===== config.mk =====
export PLATFORM = sky130hd
export DESIGN_NAME = ex_stage
export DESIGN_NICKNAME = d
export VERILOG_FILES = /design/src/rtl/ex_stage.sv
export SDC_FILE = /design/constraint.sdc
export NUM_CORES = 1
export LEC_CHECK = 0
export BUFFER_PORTS_ARGS = -buffer_cell sky130_fd_sc_hd__buf_2
export CORE_MARGIN = 4
export CORE_UTILIZATION = 30
export CTS_CLUSTER_DIAMETER = 30
export DETAILED_ROUTE_END_ITERATION = 10
export GPL_TIMING_DRIVEN = 0
export PLACE_DENSITY_LB_ADDON = 0.1
export SLEW_MARGIN = 10
export SYNTH_ARGS = -nofsm -noshare
export SYNTH_HDL_FRONTEND = slang
export SYNTH_SLANG_ARGS = --single-unit

===== constraint.sdc =====
create_clock -name clock -period 5 [get_ports clock]
set_input_delay 0.25 -clock clock [delete_from_list [all_inputs] [get_ports clock]]
set_output_delay 0.25 -clock clock [all_outputs]
set_load 0.01 [all_outputs]

===== src/rtl/ex_stage.sv =====
//==============================================================================
// Module   : ex_stage
// Brief    : Pipeline execute stage: ALU, 32-iteration restoring divider, SRAM
//            request at handoff. Optional multiplier under CPU_EX_MULTIPLY_EN.
// Revision : 1.0 - initial release
//==============================================================================
`default_nettype none

module ex_stage #(
  parameter int DIV_CYCLES = 32
) (
  input  logic        clock,
  input  logic        reset,
  input  logic        io_allow_in,
  output logic        ex_allow_in,
  input  logic        id_valid,
  input  logic [31:0] id_pc,
  input  logic [3:0]  alu_op,
  input  logic [31:0] src_a,
  input  logic [31:0] src_b,
  input  logic [31:0] store_data,
  input  logic        mem_read,
  input  logic        mem_write,
  input  logic [4:0]  dest_reg,
  input  logic        reg_write,
  input  logic        div_valid,
  input  logic        div_signed,
  output logic        ex_to_io_valid,
  output logic [31:0] ex_pc,
  output logic [31:0] alu_result,
  output logic [4:0]  ex_dest_reg,
  output logic        ex_reg_write,
  output logic        ex_mem_read,
  output logic        div_result_valid,
  output logic [31:0] div_quotient,
  output logic [31:0] div_remainder,
  output logic [63:0] mul_result,
  output logic        data_sram_en,
  output logic [3:0]  data_sram_wen,
  output logic [31:0] data_sram_addr,
  output logic [31:0] data_sram_wdata
);

  localparam int CNT_W = $clog2(DIV_CYCLES);
  localparam logic [CNT_W-1:0] c_cnt_last = CNT_W'(DIV_CYCLES - 1);

  localparam logic [3:0] c_op_add  = 4'd0;
  localparam logic [3:0] c_op_sub  = 4'd1;
  localparam logic [3:0] c_op_and  = 4'd2;
  localparam logic [3:0] c_op_or   = 4'd3;
  localparam logic [3:0] c_op_xor  = 4'd4;
  localparam logic [3:0] c_op_nor  = 4'd5;
  localparam logic [3:0] c_op_slt  = 4'd6;
  localparam logic [3:0] c_op_sltu = 4'd7;
  localparam logic [3:0] c_op_sll  = 4'd8;
  localparam logic [3:0] c_op_srl  = 4'd9;
  localparam logic [3:0] c_op_sra  = 4'd10;
  localparam logic [3:0] c_op_lui  = 4'd11;
  localparam logic [3:0] c_op_mul  = 4'd12;

  typedef enum logic [1:0] {
    S_IDLE = 2'd0,
    S_BUSY = 2'd1,
    S_DONE = 2'd2
  } div_state_t;

  // Latched instruction fields
  logic        r_ex_valid;
  logic [31:0] r_pc;
  logic [3:0]  r_op;
  logic [31:0] r_a;
  logic [31:0] r_b;
  logic [31:0] r_sd;
  logic        r_mr;
  logic        r_mw;
  logic [4:0]  r_dest;
  logic        r_rw;
  logic        r_div;
  logic        r_div_signed;

  // Divider state
  div_state_t       r_state;
  div_state_t       w_next;
  logic [CNT_W-1:0] r_cnt;
  logic [31:0]      r_quo;
  logic [31:0]      r_rem;
  logic [31:0]      r_dvsr;
  logic [31:0]      r_dend;
  logic             r_neg_q;
  logic             r_neg_r;
  logic             r_dzero;

  logic        w_ready_go;
  logic        w_handoff;
  logic        w_start;
  logic [31:0] w_abs_a;
  logic [31:0] w_abs_b;
  logic [32:0] w_shift;
  logic [32:0] w_diff;
  logic        w_fits;
  logic [31:0] w_alu;

  assign w_ready_go     = !r_div || (r_state == S_DONE);
  assign ex_allow_in    = !r_ex_valid || (w_ready_go && io_allow_in);
  assign ex_to_io_valid = r_ex_valid && w_ready_go;
  assign w_handoff      = ex_to_io_valid && io_allow_in;

  always_ff @(posedge clock) begin
    if (reset) begin
      r_ex_valid <= 1'b0;
    end else if (ex_allow_in) begin
      r_ex_valid <= id_valid;
    end
  end

  always_ff @(posedge clock) begin
    if (reset) begin
      r_pc         <= '0;
      r_op         <= '0;
      r_a          <= '0;
      r_b          <= '0;
      r_sd         <= '0;
      r_mr         <= 1'b0;
      r_mw         <= 1'b0;
      r_dest       <= '0;
      r_rw         <= 1'b0;
      r_div        <= 1'b0;
      r_div_signed <= 1'b0;
    end else if (id_valid && ex_allow_in) begin
      r_pc         <= id_pc;
      r_op         <= alu_op;
      r_a          <= src_a;
      r_b          <= src_b;
      r_sd         <= store_data;
      r_mr         <= mem_read;
      r_mw         <= mem_write;
      r_dest       <= dest_reg;
      r_rw         <= reg_write;
      r_div        <= div_valid;
      r_div_signed <= div_signed;
    end
  end

  // ALU
`ifdef CPU_EX_MULTIPLY_EN
  logic signed [63:0] w_mul;
  assign w_mul      = $signed(r_a) * $signed(r_b);
  assign mul_result = (r_op == c_op_mul) ? w_mul : 64'd0;
`else
  assign mul_result = 64'd0;
`endif

  always_comb begin
    w_alu = 32'd0;
    case (r_op)
      c_op_add:  w_alu = r_a + r_b;
      c_op_sub:  w_alu = r_a - r_b;
      c_op_and:  w_alu = r_a & r_b;
      c_op_or:   w_alu = r_a | r_b;
      c_op_xor:  w_alu = r_a ^ r_b;
      c_op_nor:  w_alu = ~(r_a | r_b);
      c_op_slt:  w_alu = {31'd0, ($signed(r_a) < $signed(r_b))};
      c_op_sltu: w_alu = {31'd0, (r_a < r_b)};
      c_op_sll:  w_alu = r_b << r_a[4:0];
      c_op_srl:  w_alu = r_b >> r_a[4:0];
      c_op_sra:  w_alu = $unsigned($signed(r_b) >>> r_a[4:0]);
      c_op_lui:  w_alu = {r_b[15:0], 16'h0000};
`ifdef CPU_EX_MULTIPLY_EN
      c_op_mul:  w_alu = w_mul[31:0];
`endif
      default:   w_alu = 32'd0;
    endcase
  end

  assign alu_result   = w_alu;
  assign ex_pc        = r_pc;
  assign ex_dest_reg  = r_dest;
  assign ex_reg_write = r_rw;
  assign ex_mem_read  = r_mr;

  // Divider FSM
  always_ff @(posedge clock) begin
    if (reset) begin
      r_state <= S_IDLE;
    end else begin
      r_state <= w_next;
    end
  end

  always_comb begin
    w_next = r_state;
    case (r_state)
      S_IDLE:  if (r_ex_valid && r_div) w_next = S_BUSY;
      S_BUSY:  if (r_cnt == c_cnt_last) w_next = S_DONE;
      S_DONE:  if (w_handoff) w_next = S_IDLE;
      default: w_next = S_IDLE;
    endcase
  end

  assign w_start = (r_state == S_IDLE) && (w_next == S_BUSY);
  assign w_abs_a = (r_div_signed && r_a[31]) ? (32'd0 - r_a) : r_a;
  assign w_abs_b = (r_div_signed && r_b[31]) ? (32'd0 - r_b) : r_b;

  // One restoring step: shift next dividend bit in, subtract if it fits
  assign w_shift = {r_rem, r_quo[31]};
  assign w_diff  = w_shift - {1'b0, r_dvsr};
  assign w_fits  = !w_diff[32];

  always_ff @(posedge clock) begin
    if (reset) begin
      r_cnt   <= '0;
      r_quo   <= '0;
      r_rem   <= '0;
      r_dvsr  <= '0;
      r_dend  <= '0;
      r_neg_q <= 1'b0;
      r_neg_r <= 1'b0;
      r_dzero <= 1'b0;
    end else if (w_start) begin
      r_cnt   <= '0;
      r_quo   <= w_abs_a;
      r_rem   <= '0;
      r_dvsr  <= w_abs_b;
      r_dend  <= r_a;
      r_neg_q <= r_div_signed && (r_a[31] ^ r_b[31]);
      r_neg_r <= r_div_signed && r_a[31];
      r_dzero <= (r_b == 32'd0);
    end else if (r_state == S_BUSY) begin
      r_cnt <= r_cnt + CNT_W'(1);
      r_quo <= {r_quo[30:0], w_fits};
      r_rem <= w_fits ? w_diff[31:0] : w_shift[31:0];
    end
  end

  // Divide by zero bypasses the sign fix-up entirely
  assign div_quotient     = r_dzero ? 32'hFFFF_FFFF : (r_neg_q ? (32'd0 - r_quo) : r_quo);
  assign div_remainder    = r_dzero ? r_dend : (r_neg_r ? (32'd0 - r_rem) : r_rem);
  assign div_result_valid = (r_state == S_DONE);

  // Data SRAM request, issued once at handoff
  assign data_sram_en    = w_handoff && (r_mr || r_mw);
  assign data_sram_wen   = r_mw ? 4'hF : 4'h0;
  assign data_sram_addr  = w_alu;
  assign data_sram_wdata = r_sd;

endmodule

`default_nettype wire


## Word-level counts from Yosys, hierarchy flattened

Index checks and enable logic that the tools add are counted.

| word-level totals | value |
|---|---|
| register bits | 281 |
| logic and storage cells | 90 |

| cells by class | value |
|---|---|
| add/sub/neg operators | 8 |
| $lt $le $gt $ge | 2 |
| equality and inequality tests | 15 |
| shift operators | 3 |
| muxes and demuxes | 15 |
| bitwise operators | 5 |
| reduce and logical (&&, ||, !) cells | 21 |

Operator list:

| cell | count |
|---|---|
| one-hot mux 32 bit (12 select lines) | 1 |
| 2-to-1 mux 32 bit | 9 |
| subtractor 1 x 32 -> 32 bit (first input constant) | 4 |
| < comparator 32 bit | 2 |
| subtractor 33 x 32 -> 33 bit | 1 |
| adder 32 bit | 1 |
| bitwise AND 32 bit | 1 |
| logical NOT 32 bit | 1 |
| inverter 32 bit | 1 |
| OR 32 bit | 1 |
| << shifter 32 x 5 -> 32 bit | 1 |
| >> shifter 32 x 5 -> 32 bit | 1 |
| >>> shifter 32 x 5 -> 32 bit | 1 |
| subtractor 32 bit | 1 |
| XOR 32 bit | 1 |
| == test 4 x 3 -> 1 bit (second input constant) | 4 |
| == test 4 bit (second input constant) | 4 |
| logical AND 1 bit | 10 |
| == test 4 x 2 -> 1 bit (second input constant) | 2 |
| 2-to-1 mux 2 bit | 3 |
| one-hot mux 2 bit (3 select lines) | 1 |
| adder 5 x 1 -> 5 bit (second input constant) | 1 |
| == test 5 bit (second input constant) | 1 |
| == test 2 x 1 -> 1 bit (second input constant) | 2 |
| other kinds (10) | 14 |

## Logic depth before layout (Yosys ltp)

Gate-level depths: netlist of the first run.

| logic depth | value |
|---|---|
| word-level depth | 9 |
| gate-level depth with buffers | 19 |

## Least setup slack after synthesis of the first run

No wires, ideal clock.

| path | value |
|---|---|
| kind | reg2out |
| start | register r_a[2] |
| end | output data_sram_addr[25] |
| arrival time | 4.619 ns |
| path slack | 0.131 ns |
| cell stages (with the launch flop) | 17 |
| buffers on the path | 5 |
| cell sequence | dfxtp_1 > clkbuf_1 > inv_1 > buf_1 > clkbuf_1 > clkbuf_1 > ha_1 > inv_1 > a211o_1 > a311o_1 > o311ai_0 > a21oi_1 > a221oi_1 > o21ai_0 > xnor2_1 > o21ai_0 > buf_4 |

| on the way | value |
|---|---|
| word-level cells in the longest chain between the ends | 2 |
| elaborated cells on any way between the ends | 6 |
| classes of those cells | add/sub: 2; shift: 3; mux: 1 |

Ends and longest elaborated chain:

| item | RTL line | text |
|---|---|---|
| start: declaration | 71 | `logic [31:0] r_a;` |
| start signal: assignment | 132 | `r_a <= src_a;` |
| subtractor 32 bit, or another cell as far along | 157 | `c_op_sub: w_alu = r_a - r_b;` |
| one-hot mux 32 bit (12 select lines) * | 155 | `case (r_op)` |
| end: declaration | 40 | `output logic [31:0] data_sram_addr,` |

Mark *: on every way between the ends. The rest lies on a longest branch, timed or not.

## Worst setup path in the final report of the first run

| path | value |
|---|---|
| start | register r_b[14] |
| end | output data_sram_addr[29] |

| on the way | value |
|---|---|
| word-level cells in the longest chain between the ends | 2 |
| elaborated cells on any way between the ends | 6 |
| classes of those cells | add/sub: 2; shift: 3; mux: 1 |

Ends and longest elaborated chain:

| item | RTL line | text |
|---|---|---|
| start: declaration | 72 | `logic [31:0] r_b;` |
| start signal: assignment | 133 | `r_b <= src_b;` |
| subtractor 32 bit, or another cell as far along | 157 |  |
| one-hot mux 32 bit (12 select lines) * | 155 |  |

Marks and branches as above.

==> flow_summary.yaml, run 1 <==
sta:
  period_needed_ps: 4960
  maxSlewHeadroom_pct: 8.29
  whs_ps: 33.6
  setup_tns_ps: 0
  setup_viol: 0
  clock.fmax_ghz: 0.202
  finalHoldViolCount: 0
  skew_ps: 28.2
  rsz0062_at_grt: "yes"
  finalCritPeriodShare_pct: 99.2
  tightest_slew_ps: 1360
  final_max_slew_viol_count: 0
logic_synthesis:
  ys_top_cells_by_count: "nand2_1, a21oi_1, nor2_1, dfxtp_1, clkbuf_1"
  yosysTopAreaCell: "dfxtp_1"
  synthDominantCellAreaShare_pct: 22.7
  yosys_warnings: 0
  synth.distinct_cells: 82
  synth_edf_count: 0
  syn_inst: 3473
  synth-seq-cells: 281
  synth_area_mm2: 0.0248
  synth_most_common_cell: "nand2_1"
  synthTopCellsByArea: "dfxtp_1, nand2_1, a21oi_1"
  synth_seq_area_share_pct: 22.7
  async_flop_share_pct: 0
  synth-main-ff-cell: "dfxtp_1"
  avgSynthCellArea_um2: 7.13
global_routing:
  antenna_found_initial: 3
  grt_overflow: 0
  grt_busiest_layer: "met2"
  use_met3_pct: 7.19
  grt_max_degree: 12
  grt_pass1_wl_um: 204000
  grt_pass1_vias: 28400
  gr-usage-met1_pct: 41.3
  use_met2_pct: 50.6
  grt_usage_pct: 31.9
setup_path:
  cp_num_buf_inv: 5
  required_ps: 4750
  slowest_stage: "ha_1"
  crit_chain: "clkbuf_4 -> inv_1 -> ha_1 -> inv_1 -> nor2_1 -> nand3_1 -> o2111ai_4 -> nand3_2 -> nand2_1 -> a41oi_1 -> mux2_2 -> o221ai_4 -> buf_4 -> buf_2"
  startpoint: "r_b[14]"
  crit_fanout: 10
  cp_slowest_stage_delay_ps: 600
  cp-end-kind: "primary output"
  startpoint_type: "register"
  arrival_ps: 4710
  crit_family: "buffers and inverters"
  worstReg2RegStart: "r_quo[31]"
  cpMostUsedCell: "inv_1"
  worstSetupPathType: "register to primary output"
route:
  drc: 0
  drt-total-wl_um: 146000
  route.vias.total: 29800
  wire_per_inst_um: 27.8
  dr.pass1.iters: 9
  viasPerCell: 5.67
  drt-initial-drc-count: 3103
  drtAntennaViolNets: 0
finish:
  nets: 4411
  fillers: 8880
  final_area_mm2: 0.0330
  diodes: 0
  drive_gt1_share_pct: 19.6
  areaGrowthSynthToFinish_pct: 33.2
  regArea_mm2: 0.00565
  multi_input_area_mm2: 0.0174
  postLayoutCoreUtil_pct: 40.2
pwr:
  leakage_nw: 14.0
  p_clk_share_pct: 45.9
  power_switching_mw: 3.81
  p_int_mw: 7.01
  p_sw_share_pct: 35.2
  p_seq_share_pct: 23.4
  ir_drop_uv: 244
  power_density_mw_per_mm2: 328
  combinationalPowerShare_pct: 30.7
floorplan:
  coreArea_mm2: 0.0820
  die_h_um: 295
  die-width_um: 295
  start_util_pct: 30.2
  io_pins: 417
  fp.dieArea_mm2: 0.0872
  row_count: 105
run:
  drv_cap: 0
cts:
  clock-sinks: 281
  path_clk_slew_ps: 40
  clock_path_buffers: 3
  ctsHtreeMaxLevel: 3
  cts_made_buffers: 76
  root_buffer: "clkbuf_16"
  cts_tree: "yes"
  insertion_delay_ps: 620
status:
  status: "completed"
min_path:
  min_path_type: "input pin to register"
  min_from: "io_allow_in"
placed_design:
  gp_congestion: 1.05
  hpwl_um: 114000
  dpl_cell_area_mm2: 0.0281
  io_buffers: 352
## stage by stage
step | power (mW) | instances | setup slack, ps
final | 10.8 | 5250 | 37.6
after global routing | 11.2 | 5250 | -25.4
after CTS | 10.8 | 5250 | -0.701
after detailed placement | 5.56 | 4958 | -2640
after global placement | 5.59 | 4958 | -2710
after floorplan | 4.35 | 3536 | 131
## cell families after synthesis
group	Yosys count	share of synthesized area, %
xor gates and xnor gates	127	4.49
and+or+nand+nor	1264	22.1
DFF	281	22.7
muxes	104	7.34
AOI/OAI and AO/OA	1040	26.8
other	1	0.0151
adders and majority gates	140	7.16
buffers and inverters	516	9.39
## placed cells by master (no fill, tap or decap), types with 15 or more instances in the layout
cell           count
conb_1            64
nor2_1           305
a221o_1           21
or3_1             26
clkbuf_8          22
a21o_1            39
dlygate4sd3_1    143
nand3_1           53
nand2_1          650
nand2b_1          16
xor2_1            52
o211ai_1          32
o21bai_1          17
inv_1            138
a211oi_1          44
o31ai_1           25
nand4_1           19
nor3_1            62
clkbuf_2          19
dfxtp_1          266
a21oi_1          374
clkbuf_16         78
nor4_1            23
ha_1             129
xnor2_1           75
a311oi_1          33
buf_2            360
a221oi_1          16
o21ai_0          186
and2_1            17
a31oi_1           28
and3_1            27
buf_4            129
mux4_2            61
o21ai_1           15
mux2i_1           34
buf_1             20
a22oi_1           24
clkbuf_1         194
o21a_1            19
## power groups by stage
stage                     sequential, mW  combinational, mW  clock, mW
after floorplan                     2.48               1.87          0
after detailed placement            2.56               3.01          0
after CTS                           2.52               3.22       5.05
final                               2.53               3.32       4.97
after global routing                2.53               3.52       5.16
after global placement              2.56               3.04          0
## area by class of cell
cell class | count | area share, %
plain buffers | 358 | 5.98
flip-flops and latches | 281 | 17.1
clock buffers | 105 | 6.67
inverters | 148 | 1.78
clock inverters | 28 | 1.29
well taps | 1070 | 4.06
repair buffers | 521 | 10.3
multi-input cells | 2739 | 52.8
## worst register-to-register path, cell delays in order, from the launching register on
cell and delay (ps):
dfxtp_1 580, inv_1 90, ha_1 250, fa_1 390
nand2b_1 220, a21oi_1 210, o21a_1 250, nor3_1 90
o21ai_1 490, xor2_1 220, clkbuf_1 520, clkbuf_1 520
nand2_1 120, a311oi_1 280
## path summary, 6_finish.rpt
kind	to	slack, ps	depth (start not counted)
setup / recovery	data_sram_addr[29]	40	14
hold / removal	r_ex_valid	30	4
hold reg to reg	ex_pc[27]	450	2
setup reg to reg	r_rem[16]	660	13
## what timing repair did
item | CTS | global route
setup endpoints to repair | 64 | 26
pin swaps | 14 | 16
buffers inserted | 22 | 4
gates cloned | 0 | 0
hold endpoints to repair | 143 | 0
hold buffers | 143 | 0
resized for setup | 165 | 52
## metal layers
layer  share of wire (%)  vias to the layer above
li1                    -                    13500
met1                  42                    14300
met2                  45                     1556
met3                 8.6                      341
met4                 5.3                        6
met5               0.023                        -
Power figures use the tool's default switching activity.
==> run 2: changes to the inputs <==
Settings changed: CTS_CLUSTER_DIAMETER 30 to default, RECOVER_POWER from default to 100.
==> run 2 against run 1 <==
Net effect: the run now ends with capacitance limit, slew limit, setup timing left; via count fell by 0.30%; critical path depth is 1 lower; sequential cell count unchanged; sequential share of layout area up 0.91 points; fmax down 0.93%; cell area is 5.1% lower; largest cell class unchanged; total power down 21%; clock power decreased by 45%; non-clock buffer count shrank 1.
==> flow_summary.yaml, run 2 (synthesis results as in run 1) <==
status:
  status: "finished, violations left"
  violations: "capacitance limit, slew limit, setup timing"
setup_path:
  cp-end-kind: "primary output"
  cp_slowest_stage_delay_ps: 530
  startpoint_type: "register"
  slowest_stage: "clkdlybuf4s15_2"
  crit_family: "buffers and inverters"
  crit_chain: "buf_4 -> clkdlybuf4s15_2 -> clkbuf_2 -> clkbuf_2 -> mux4_2 -> mux2i_1 -> mux2i_1 -> o21ai_0 -> a21oi_1 -> a2111oi_2 -> o21ai_0 -> buf_4 -> buf_2"
  cp_num_buf_inv: 6
  worstSetupPathType: "register to primary output"
  required_ps: 4750
  arrival_ps: 4760
  crit_fanout: 10
placed_design:
  place_inst: 4958
  hpwl_um: 114000
  preCtsSetupSlack_ps: -2640
  io_buffers: 352
  gp_congestion: 1.05
route:
  met2_length_um: 64800
  drc: 0
  topRoutingLayerUsed: "met5"
  drtAntennaViolNets: 0
  drt-initial-drc-count: 3288
  wl_met3_um: 12400
  wire_per_inst_um: 28.0
  drt-total-wl_um: 145000
  routedLengthMet1_um: 60400
  viasPerCell: 5.73
  dr.pass1.iters: 9
  route.vias.total: 29700
sta:
  final.setup.worst_slack_ps: -9.17
  period_needed_ps: 5010
  maxSlewHeadroom_pct: -6.68
  finalHoldViolCount: 0
  setup_viol: 1
  tightest_slew_ps: 1600
  clock.fmax_ghz: 0.200
  rsz0062_at_grt: "yes"
  final_max_slew_viol_count: 14
  whs_ps: 41.2
  skew_ps: 30.0
  finalCritPeriodShare_pct: 100
cts:
  insertion_delay_ps: 570
  cts_made_buffers: 37
  ctsHtreeMaxLevel: 2
  clock-sinks: 281
  path_clk_slew_ps: 50
  root_buffer: "clkbuf_16"
  cts_tree: "yes"
  clock_path_buffers: 3
global_routing:
  antenna_found_initial: 7
  grt_pass1_wl_um: 203000
  grt_overflow: 0
  grt_max_degree: 12
  grt_usage_pct: 31.7
  grt_pass1_vias: 28000
finish:
  drive_gt1_share_pct: 14.8
  postLayoutCoreUtil_pct: 38.2
  fillers: 9059
  final_common_cell: "nand2_1"
  areaGrowthSynthToFinish_pct: 26.4
  nets: 4371
  diodes: 0
  layout.cells.most_common_list: "nand2_1, a21oi_1, clkbuf_1, nor2_1, dfxtp_1"
  final_cells: 5179
floorplan:
  io_pins: 417
  fp.dieArea_mm2: 0.0872
  die_h_um: 295
  row_count: 105
  start_util_pct: 30.2
  coreArea_mm2: 0.0820
  die-width_um: 295
pwr:
  power_density_mw_per_mm2: 273
  ir_drop_uv: 261
  leakage_nw: 12.8
run:
  drv_cap: 2
min_path:
  min_path_type: "input pin to register"
==> run 2: cell count changes in the layout (fill, tap and decap cells not counted), sizes merged <==
cell / change
bufinv: -4
clkinvlp: -3
clkbuf: +91
clkinv: -7
buf: -145
dlygate4sd3: -2
inv: -1
==> run 2: cell type report <==
type	count	area (um^2)	area share, %
Sequential cell	281	5650	18.0
Buffer	361	1960	6.27
Clock inverter	13	188	0.599
Tap cell	1070	1340	4.28
Timing Repair Buffer	517	3190	10.2
Multi-Input combinational cell	2739	17400	55.5
Clock buffer	50	1030	3.28
Inverter	148	584	1.87
==> run 2: through the flow <==
stage | power, mW | setup TNS (ps) | cell area (um^2)
detailed placement | 5.56 | -84180 | 28100
floorplan | 4.35 | 0 | 25000
CTS | 8.51 | -10.0 | 31300
finish | 8.55 | -9.17 | 31300
global placement | 5.59 | -88230 | 28100
global route | 8.88 | -59.1 | 31300
==> run 2: worst paths after layout <==
| path | startpoint | end | slack [ps] | cells after the start |
|---|---|---|---|---|
| hold reg to reg | ex_pc[6] | ex_pc[6] | 450 | 2 |
| setup reg to reg | r_quo[31] | r_rem[16] | 400 | 13 |
| setup / recovery | r_a[1] | data_sram_addr[12] | -9 | 13 |
| hold / removal | store_data[12] | data_sram_wdata[12] | 40 | 3 |
==> run 2: metal layers <==
| metal | global-route usage (%) | vias up |
|---|---|---|
| li1 | - | 13400 |
| met1 | 41.9 | 14300 |
| met2 | 50.8 | 1608 |
| met3 | 5.66 | 338 |
| met4 | 13.7 | 12 |
| met5 | 0 | - |
==> run 2: power breakdown <==
group	internal (mW)	switching, mW
Clock	1.65	1.09
Combinational	1.17	2.12
Sequential	2.34	0.180
Total	5.16	3.39
==> run 2: repair_timing <==
item	CTS	global route
hold buffers	141	0
gates resized for setup	151	52
endpoints found under the setup margin	64	28
hold endpoints to repair	141	0
gates cloned	0	0
setup buffers	19	5
pin swaps	14	12
==> run 2: worst min-delay path, stage by stage <==
cell	delay, ps
buf_2	100
nand2_1	120
a21oi_1	80
